[src/rtl/handshake_const_check.sv]
// rtl/handshake_const_check.sv - elastic sink that checks data tokens against a constant and returns control tokens
//
// Purpose:
//   Consumes a data token, compares it with the compile-time value EXPECTED,
//   and hands a dataless control token downstream through one registered
//   slot. The return path is therefore cut by a register. Saturating
//   match/mismatch counters and a sticky mismatch flag are kept for debug.
//
// Parameters:
//   DATA_WIDTH    width of the input data token
//   EXPECTED      expected token value (low DATA_WIDTH bits used)
//   DROP_MISMATCH 0: forward a token per accepted input
//                 1: swallow mismatching inputs (accepted and counted only)
//   CNT_WIDTH     width of each statistics counter
//
// Ports:
//   clk            rising-edge clock
//   rst            synchronous reset, active high
//   ins            input data token
//   ins_valid      input token present
//   ins_ready      input accepted this cycle (combinational from outs_ready)
//   outs_valid     control token held in the output slot
//   outs_ready     downstream accepts the control token
//   mismatch       sticky flag, set by the first accepted mismatching token
//   match_count    accepted tokens equal to EXPECTED (saturating)
//   mismatch_count accepted tokens not equal to EXPECTED (saturating)
//   clear          synchronous clear of counters and flag; tokens unaffected

module handshake_const_check #(
  parameter int          DATA_WIDTH    = 32,
  parameter logic [31:0] EXPECTED      = 32'h07D9BBED,
  parameter int          DROP_MISMATCH = 0,
  parameter int          CNT_WIDTH     = 16
) (
  input  logic                  clk,
  input  logic                  rst,
  input  logic [DATA_WIDTH-1:0] ins,
  input  logic                  ins_valid,
  output logic                  ins_ready,
  output logic                  outs_valid,
  input  logic                  outs_ready,
  output logic                  mismatch,
  output logic [CNT_WIDTH-1:0]  match_count,
  output logic [CNT_WIDTH-1:0]  mismatch_count,
  input  logic                  clear
);

  // Slot occupancy encoding.
  localparam logic [0:0] S_EMPTY = 1'b0;
  localparam logic [0:0] S_FULL  = 1'b1;

  localparam logic [DATA_WIDTH-1:0] EXP_W   = DATA_WIDTH'(EXPECTED);
  localparam bit                    DROP    = (DROP_MISMATCH != 0);
  localparam logic [CNT_WIDTH-1:0]  CNT_MAX = '1;
  localparam logic [CNT_WIDTH-1:0]  CNT_ONE = CNT_WIDTH'(1);

  logic [0:0]           full_q,     full_d;
  logic                 mismatch_q, mismatch_d;
  logic [CNT_WIDTH-1:0] match_q,    match_d;
  logic [CNT_WIDTH-1:0] mism_q,     mism_d;

  logic acc;
  logic eq;
  logic fwd;
  logic drn;

  // The slot can take a new token while empty, or while its current token
  // leaves in the same cycle; this gives one token per cycle throughput.
  assign ins_ready = (full_q == S_EMPTY) || outs_ready;
  assign acc       = ins_valid && ins_ready;
  assign eq        = (ins == EXP_W);
  assign fwd       = acc && (eq || !DROP);
  assign drn       = (full_q == S_FULL) && outs_ready;

  // Slot next state: a forwarded token always lands in the slot (either
  // into an empty slot, or replacing one being drained); otherwise a drain
  // empties it and no drain holds it.
  always_comb begin
    full_d = full_q;
    if (fwd) begin
      full_d = S_FULL;
    end else if (drn) begin
      full_d = S_EMPTY;
    end
  end

  // Statistics: clear takes priority over counting a token accepted in the
  // same cycle, so that token is never counted.
  always_comb begin
    match_d    = match_q;
    mism_d     = mism_q;
    mismatch_d = mismatch_q;
    if (clear) begin
      match_d    = '0;
      mism_d     = '0;
      mismatch_d = 1'b0;
    end else if (acc) begin
      if (eq) begin
        if (match_q != CNT_MAX) begin
          match_d = match_q + CNT_ONE;
        end
      end else begin
        mismatch_d = 1'b1;
        if (mism_q != CNT_MAX) begin
          mism_d = mism_q + CNT_ONE;
        end
      end
    end
  end

  always_ff @(posedge clk) begin
    if (rst) begin
      full_q     <= S_EMPTY;
      mismatch_q <= 1'b0;
      match_q    <= '0;
      mism_q     <= '0;
    end else begin
      full_q     <= full_d;
      mismatch_q <= mismatch_d;
      match_q    <= match_d;
      mism_q     <= mism_d;
    end
  end

  assign outs_valid     = (full_q == S_FULL);
  assign mismatch       = mismatch_q;
  assign match_count    = match_q;
  assign mismatch_count = mism_q;

endmodule

[config.mk]
export PLATFORM = sky130hd
export DESIGN_NAME = handshake_const_check
export DESIGN_NICKNAME = d
export VERILOG_FILES = /design/src/rtl/handshake_const_check.sv
export SDC_FILE = /design/constraint.sdc
export NUM_CORES = 1
export LEC_CHECK = 0
export BUFFER_PORTS_ARGS = -buffer_cell sky130_fd_sc_hd__buf_2
export CAP_MARGIN = 30
export CORE_AREA = 8 8 69 71
export CTS_BUF_LIST = sky130_fd_sc_hd__clkbuf_2
export DETAILED_ROUTE_END_ITERATION = 6
export DIE_AREA = 0 0 77 79
export PLACE_DENSITY = 0.91
export SYNTH_ARGS = -nofsm -noshare
export SYNTH_HDL_FRONTEND = slang
export SYNTH_SLANG_ARGS = --single-unit
export TNS_END_PERCENT = 10
[constraint.sdc]
create_clock -name clk -period 2.31 [get_ports clk]
set_input_delay 0.1155 -clock clk [delete_from_list [all_inputs] [get_ports clk]]
set_output_delay 0.1155 -clock clk [all_outputs]
set_load 0.1 [all_outputs]
==> flow_metrics.tcl, run 1 <==
set metrics [dict create \
    status "finished clean" \
    path_clk_slew_ns 0.18 \
    crit_arrival_ns 2.39 \
    synth_edf_count 0 \
    fmax_mhz 471 \
    cts_tree "built" \
    synthTopCellsByCount "dfxtp_1 (34), nor2_1 (28), xnor2_1 (17)" \
    final_cell_area_um2 2280 \
    hp-class "in2reg" \
    grt_pass1_vias 1815 \
    max_slew_margin_pct 58.0 \
    synthFlopType "dfxtp_1" \
    drtPass1Iterations 4 \
    hold_viol_final 0 \
    drive_gt1_share_pct 41.8 \
    drc 0 \
    synthCells 206 \
    cp.required_ns 2.58 \
    synthesis.nets 245 \
    power_density_nw_per_um2 427 \
    synth.distinct_cells 39 \
    grt.busiest_layer "met2" \
    r2r_cells 7 \
    antenna_found_initial 0 \
    use_met2_pct 28.3 \
    placed_area_um2 2220 \
    htree_levels 2 \
    die_area_um2 6080 \
    routedWlPerCell_um 14.7 \
    cp_max_fo 10 \
    n_antenna_cell 0 \
    synth_area_leaders "dfxtp_1 (38%), xnor2_1 (8.4%), nor2_1 (5.9%)" \
    seq_area_frac_synth_pct 38.3 \
    syn_to_final_growth_pct 28.3 \
    cp-end-kind "flip-flop" \
    start_kind "flip-flop" \
    grt_pass1_wl_um 8320 \
    fin_skew_ns 0.0176 \
    vias_per_cell 5.46 \
    synth_area_leader_cell "dfxtp_1" \
    insertion_delay_ns 0.39 \
    die_w_um 77 \
    synthArstFlopShare_pct 0 \
    die_h_um 79 \
    maxCapViolCount 0 \
    cts_resized 0 \
    yosysMostFrequentCell "dfxtp_1" \
    ir_drop_mv 0.301 \
    grtUsageTotal_pct 16.4 \
    reg2reg_slack_ns 0.19 \
    worstSetupPathType "reg2reg" \
    initial_core_util_pct 46.8 \
    fillers 378 \
    grt_max_degree 34 \
    min_path_cells 6 \
    clock_sinks 34 \
    worstMarginPinSlew_ns 0.629 \
    finalSetupViolCount 0 \
    finalWirelength_um 4880 \
    port_buffers 71 \
    drtIter0Drc 94 \
    rows 23 \
    grt_setup_unrepaired "false" \
    grt_overflow_total 0 \
    nNetsFinal 320 \
    fin_crit_ns 2.12 \
    cts_inserted_buffers 5 \
    place.gp.congestion 0.869 \
    cts-root-buf "clkbuf_2" \
    slew_violations 0 \
    tns_ns 0 \
    synth_area_um2 1780 \
    met1_usage_pct 18.7 \
    yosys_warnings 0 \
    hpwlAfterDp_um 3790 \
    p_leak_nw 0.884 \
    min_period_over_period_pct 91.9 \
    core_area_um2 3800 \
    ant_nets 0 \
    via_count 1812 \
    syn_avg_cell_area_um2 8.62 \
    io_pins 72 \
    cts_buffer_depth 2 \
    cts_setup_buffers 0 \
    synth-seq-cells 34 \
    grt_use_met3_pct 4.97 \
    yosysTopAreaCellShare_pct 38.3 \
]
## state kept, by name, summed over array words and instances (netlist names)
register / count
outs_valid: 1
mismatch: 1
mismatch_count: 16
match_count: 16
## critical path: stages (launching register included)
cell and delay (ns):
dfxtp_4 0.40, ha_1 0.19, nand4_1 0.17, or4_1 0.68, nand4_2 0.26, nor3_1 0.10, xnor2_1 0.16, nor2_1 0.05
## cells in the final DEF (no fill, tap or decap), types with 3 or more instances in the layout
| master | instances |
|---|---|
| nor3_1 | 7 |
| xor2_1 | 3 |
| or3_1 | 9 |
| nand2_1 | 12 |
| nor2_1 | 28 |
| nand4b_1 | 5 |
| nand3_1 | 14 |
| a21oi_1 | 11 |
| buf_4 | 3 |
| inv_1 | 3 |
| dfxtp_1 | 11 |
| nor4_1 | 5 |
| buf_2 | 71 |
| o21ai_0 | 10 |
| nand4_1 | 11 |
| dfxtp_4 | 3 |
| xnor2_1 | 17 |
| clkbuf_2 | 6 |
| dfxtp_2 | 20 |
## layer usage
metal / vias up / part of all wire (%)
li1: 893 / -
met1: 852 / 43
met2: 58 / 50
met3: 9 / 5.8
met4: 0 / 1.1
met5: - / 0
## final cells by class
type                    instances  area [µm²]  share of cell area [%]
clock buffers                   6        30.0                    1.32
clock inverters                 2        8.76                   0.384
inverters                       4        18.8                   0.823
multi-input cells             160        1040                    45.8
flip-flops and latches         34         717                    31.4
well taps                      50        62.6                    2.74
repair buffers                 76         398                    17.5
## repair_timing
item	4_1_cts	5_1_grt
endpoints found under the setup margin	0	0
hold endpoints to repair	1	0
hold buffers	2	0
## metrics by stage
stage | power (mW) | util, % | setup WS [ns] | hold WS [ns] | instances
global placement | 0.701 | 58.5 | 0.237 | 0.281 | 322
floorplan | 0.664 | - | 0.0130 | 0.178 | 206
finish | 0.974 | 60.0 | 0.187 | 0.284 | 332
detailed placement | 0.703 | 58.5 | 0.177 | 0.284 | 322
global route | 1.01 | 60.0 | 0.0544 | 0.349 | 332
CTS | 0.975 | 60.0 | 0.193 | 0.283 | 332
## final timing paths
| check | start | to |
|---|---|---|
| worst max-delay path | match_count[0] | match_count[15] |
| worst min-delay path | ins_valid | mismatch_count[9] |
| worst max register to register | match_count[0] | match_count[15] |
| worst min register to register | mismatch | mismatch |
## where the power goes
part / internal, mW / total [mW] / switching, mW
Sequential: 0.587 / 0.590 / 0.00239
Combinational: 0.0391 / 0.103 / 0.0641
Clock: 0.0743 / 0.282 / 0.207
Total: 0.701 / 0.974 / 0.274
## cells by family after synthesis
family	after synthesis	share of synthesized area (%)
AND/OR/NAND/NOR	113	39.4
multiplexers	1	0.563
XOR/XNOR	20	9.86
adder cells (fa/ha/maj)	2	1.41
buffers and inverters	12	3.03
AO/OA/AOI/OAI	24	7.39
flip-flops	34	38.3
(Power assumes the default switching activity.)
==> inputs of run 2 (changes only) <==
==> constraint.sdc (replaced) <==
create_clock -name clk -period 2.41 [get_ports clk]
set_input_delay 0.1205 -clock clk [delete_from_list [all_inputs] [get_ports clk]]
set_output_delay 0.1205 -clock clk [all_outputs]
set_load 0.1 [all_outputs]
==> flow_metrics.tcl, run 2 (synthesis results as in run 1) <==
set metrics [dict create \
    status "finished clean" \
    grt_setup_unrepaired "false" \
    slew_violations 0 \
    drc 0 \
    via_count 1784 \
    dp_slack_ns 0.232 \
    reg2reg_slack_ns 0.29 \
    grt_overflow_total 0 \
    clockPowerShare_pct 29.7 \
    hp-class "in2reg" \
    maxCapViolCount 0 \
    max_stage_delay_ns 0.67 \
    die_h_um 79 \
    place_inst 322 \
    hold_start "ins_valid" \
    io_pins 72 \
    swShare_pct 29.2 \
    fin_crit_ns 2.12 \
    hold_viol_final 0 \
    finalSetupViolCount 0 \
    cp-end-kind "flip-flop" \
    final_util_pct 59.8 \
    cp_max_fo 10 \
    rows 23 \
    place.gp.congestion 0.831 \
    slowest_stage "or4_1" \
    antenna_found_initial 0 \
    cp_cell_sequence "ha_1 -> nand4_1 -> or4_1 -> nand4_2 -> nor3_1 -> xnor2_1 -> nor2_1" \
    p_switching_mw 0.276 \
    grt_pass1_vias 1785 \
    clock_sinks 34 \
    routedWlPerCell_um 14.4 \
    hpwlAfterDp_um 3650 \
    min_period_over_period_pct 87.9 \
    p_leak_nw 0.881 \
    die_area_um2 6080 \
    path_clk_slew_ns 0.19 \
    r2r_end "match_count[15]" \
    final_cell_mix "buf_2 (71), nor2_1 (28), xnor2_1 (17), dfxtp_2 (17), dfxtp_1 (16)" \
    worstMarginPinSlew_ns 0.610 \
    p_int_mw 0.670 \
    die_w_um 77 \
    final_cell_area_um2 2270 \
    tns_ns 0 \
    min_to "mismatch_count[11]" \
    drtIter0Drc 116 \
    worstSetupPathType "reg2reg" \
    drtPass1Iterations 5 \
    cts_tree "built" \
    power_density_nw_per_um2 417 \
    vias_per_cell 5.37 \
    syn_to_final_growth_pct 27.9 \
    ir_drop_mv 0.306 \
    stdcell_count 332 \
    fin_ws_ns 0.291 \
    cts_inserted_buffers 5 \
    cts_buffer_depth 2 \
    p_seq_share_pct 60.0 \
    placed_area_um2 2210 \
    cts-root-buf "clkbuf_2" \
    min_path_cells 6 \
    htree_levels 2 \
    drive_gt1_share_pct 40.1 \
    fmax_mhz 472 \
    combPwrFrac_pct 10.3 \
    port_buffers 71 \
    insertion_delay_ns 0.41 \
    p_total_mw 0.947 \
    finalWirelength_um 4770 \
    nNetsFinal 320 \
    n_antenna_cell 0 \
    core_area_um2 3800 \
    ant_nets 0 \
    crit_arrival_ns 2.40 \
    final_common_cell "buf_2" \
    initial_core_util_pct 46.8 \
    grt_max_degree 34 \
    rr_startpoint "match_count[0]" \
    grt_pass1_wl_um 7950 \
    cp.required_ns 2.69 \
    fin_skew_ns 0.0225 \
    grtUsageTotal_pct 15.6 \
    fillers 350 \
    whs_ns 0.255 \
    r2r_cells 7 \
    start_kind "flip-flop" \
    max_slew_margin_pct 59.4 \
]
[run 2: worst max path at each step]
stage,from,slack [ns],depth (start not counted),endpoint
after floorplan,mismatch_count[8],-0.03,5,mismatch_count[15]
after global placement,ins[29],0.32,7,match_count[1]
after detailed placement,mismatch_count[0],0.23,7,mismatch_count[15]
after CTS,mismatch_count[0],0.19,7,mismatch_count[15]
after global routing,match_count[0],0.18,7,match_count[15]
final,match_count[0],0.29,7,match_count[15]
[run 2: final cells by class]
type	instances	area (µm²)	area share, %
Clock inverter	3	15.0	0.661
Inverter	4	18.8	0.826
Tap cell	50	62.6	2.75
Timing Repair Buffer	76	398	17.5
Sequential cell	34	706	31.1
Clock buffer	5	25.0	1.10
Multi-Input combinational cell	160	1050	46.1
[run 2: metal layers]
layer	share of wire (%)	GRT usage [%]
met2	51	28.8
met5	0	0
met1	41	16.1
met4	1.4	5.66
met3	7.0	5.30
[run 2: critical path: cells and delay by family (launching register included)]
kind | cells | cell delay (ns)
DFF | 1 | 0.41
xor gates and xnor gates | 1 | 0.14
adders and majority gates | 1 | 0.21
and+or+nand+nor | 5 | 1.25
[run 2: what timing repair did]
| item | CTS | global route |
|---|---|---|
| endpoints found under the setup margin | 0 | 1 |
| gates resized for setup | 0 | 1 |
| hold endpoints to repair | 1 | 0 |
| setup buffers | 0 | 0 |
| hold buffers | 2 | 0 |
[run 2: power groups by stage]
stage	clock network [mW]	registers [mW]	logic (mW)
floorplan	0	0.602	0.0362
global placement	0	0.579	0.0937
detailed placement	0	0.580	0.0945
CTS	0.284	0.568	0.0976
global route	0.307	0.569	0.104
finish	0.281	0.568	0.0972
==> inputs of run 3 (changes only) <==
--- a/config.mk
+++ b/config.mk
@@ -7,11 +7,11 @@
 export LEC_CHECK = 0
 export BUFFER_PORTS_ARGS = -buffer_cell sky130_fd_sc_hd__buf_2
 export CAP_MARGIN = 30
-export CORE_AREA = 8 8 69 71
+export CORE_AREA = 2 2 66 68
 export CTS_BUF_LIST = sky130_fd_sc_hd__clkbuf_2
 export DETAILED_ROUTE_END_ITERATION = 6
-export DIE_AREA = 0 0 77 79
-export PLACE_DENSITY = 0.91
+export DIE_AREA = 0 0 68 70
+export PLACE_DENSITY = 0.88
 export SYNTH_ARGS = -nofsm -noshare
 export SYNTH_HDL_FRONTEND = slang
 export SYNTH_SLANG_ARGS = --single-unit
==> constraint.sdc (replaced) <==
create_clock -name clk -period 1.8 [get_ports clk]
set_input_delay 0.09 -clock clk [delete_from_list [all_inputs] [get_ports clk]]
set_output_delay 0.09 -clock clk [all_outputs]
set_load 0.1 [all_outputs]
==> flow_metrics.tcl, run 3 (synthesis results as in run 1) <==
set metrics [dict create \
    status "complete, but fails checks" \
    violations "negative setup slack" \
    fmax_mhz 547 \
    dp_slack_ns -0.242 \
    via_count 2010 \
    rr_startpoint "match_count[1]" \
    finalSetupViolCount 4 \
    initial_core_util_pct 42.9 \
    core_area_um2 4140 \
    rows 24 \
    cp.required_ns 2.10 \
    reg2reg_slack_ns -0.03 \
    grt_pass1_vias 1923 \
    ant_nets 0 \
    fin_crit_ns 1.83 \
    nNetsFinal 357 \
    whs_ns 0.205 \
    cts_tree "built" \
    start_kind "flip-flop" \
    cts_inserted_buffers 5 \
    path_clk_slew_ns 0.19 \
    port_buffers 71 \
    maxCapViolCount 0 \
    die_w_um 68 \
    grt_setup_unrepaired "true" \
    min_period_over_period_pct 102 \
    tns_ns -0.0457 \
    cp_max_fo 5 \
    hp-class "in2reg" \
    cts-root-buf "clkbuf_2" \
    fin_skew_ns 0.0271 \
    power_density_nw_per_um2 464 \
    worstMarginPinSlew_ns 0.623 \
    vias_per_cell 5.42 \
    cp-end-kind "flip-flop" \
    slew_violations 0 \
    antenna_found_initial 0 \
    n_antenna_cell 0 \
    final_common_cell "buf_2" \
    max_slew_margin_pct 58.5 \
    r2r_cells 6 \
    stdcell_count 371 \
    htree_levels 2 \
    final_util_pct 65.2 \
    drtIter0Drc 86 \
    r2r_end "match_count[13]" \
    drtPass1Iterations 5 \
    min_to "mismatch_count[15]" \
    ir_drop_mv 0.224 \
    fillers 359 \
    cts_buffer_depth 2 \
    die_h_um 70 \
    drc 0 \
    routedWlPerCell_um 13.8 \
    final_cell_mix "buf_2 (71), buf_4 (37), nor2_1 (27)" \
    syn_to_final_growth_pct 52.1 \
    fin_ws_ns -0.0293 \
    min_path_cells 6 \
    grt_max_degree 34 \
    grtUsageTotal_pct 21.3 \
    grt_pass1_wl_um 7940 \
    p_total_mw 1.25 \
    place_inst 354 \
    insertion_delay_ns 0.39 \
    clock_sinks 34 \
    hpwlAfterDp_um 3590 \
    p_leak_nw 1.10 \
    place.gp.congestion 0.815 \
    final_cell_area_um2 2700 \
    finalWirelength_um 5110 \
    drive_gt1_share_pct 54.5 \
    hold_viol_final 0 \
    die_area_um2 4760 \
    placed_area_um2 2510 \
    hold_start "ins_valid" \
    crit_arrival_ns 2.13 \
    grt_overflow_total 0 \
    io_pins 72 \
    worstSetupPathType "reg2reg" \
]
[run 3: cell count changes in the layout (fill, tap and decap cells not counted), sizes merged]
cell,previous run,this run
buf,74,110
inv,4,3
nand4,12,13
clkbuf,5,6
[run 3: cell type report]
type | instances | area (µm²) | area share [%]
Timing Repair Buffer | 112 | 676 | 25.0
Multi-Input combinational cell | 161 | 1160 | 42.8
Clock buffer | 6 | 30.0 | 1.11
Sequential cell | 34 | 748 | 27.7
Clock inverter | 2 | 8.76 | 0.324
Tap cell | 52 | 65.1 | 2.41
Inverter | 4 | 18.8 | 0.694
[run 3: metal layers]
layer  part of all wire (%)  track usage [%]  wire length [µm]
met3                    4.5             5.96               228
met1                     40             22.2              2030
met5                      0                0                 0
met2                     54             40.1              2770
met4                    1.4             5.33                74
[run 3: worst max-delay path by stage]
stage,startpoint,cells past startpoint,slack (ns),to
finish,match_count[1],6,-0.03,match_count[13]
global route,mismatch_count[1],9,-0.12,mismatch_count[10]
CTS,match_count[1],6,-0.06,match_count[13]
detailed placement,ins[29],6,-0.24,match_count[11]
global placement,ins[29],8,-0.15,match_count[1]
floorplan,outs_valid,7,-0.34,match_count[1]
[run 3: repair_timing]
item                                    CTS  global route
hold buffers                              2             0
gates resized for setup                   8             7
hold endpoints to repair                  1             0
endpoints found under the setup margin   23            21
setup buffers                             3             3
pin swaps                                 8             6
gates cloned                              1             0
[run 3: where the power goes]
group | switching (mW) | leakage, nW | internal, mW
Clock | 0.267 | 0.0304 | 0.0955
Combinational | 0.0868 | 0.774 | 0.0600
Sequential | 0.00301 | 0.294 | 0.742
[run 3: critical path, stage by stage, from the launching register on]
cell and delay (ns):
dfxtp_4 0.39, buf_4 0.12, nand4_1 0.16, nor4bb_4 0.33, nand4_2 0.21, or3_1 0.39, a21oi_1 0.17
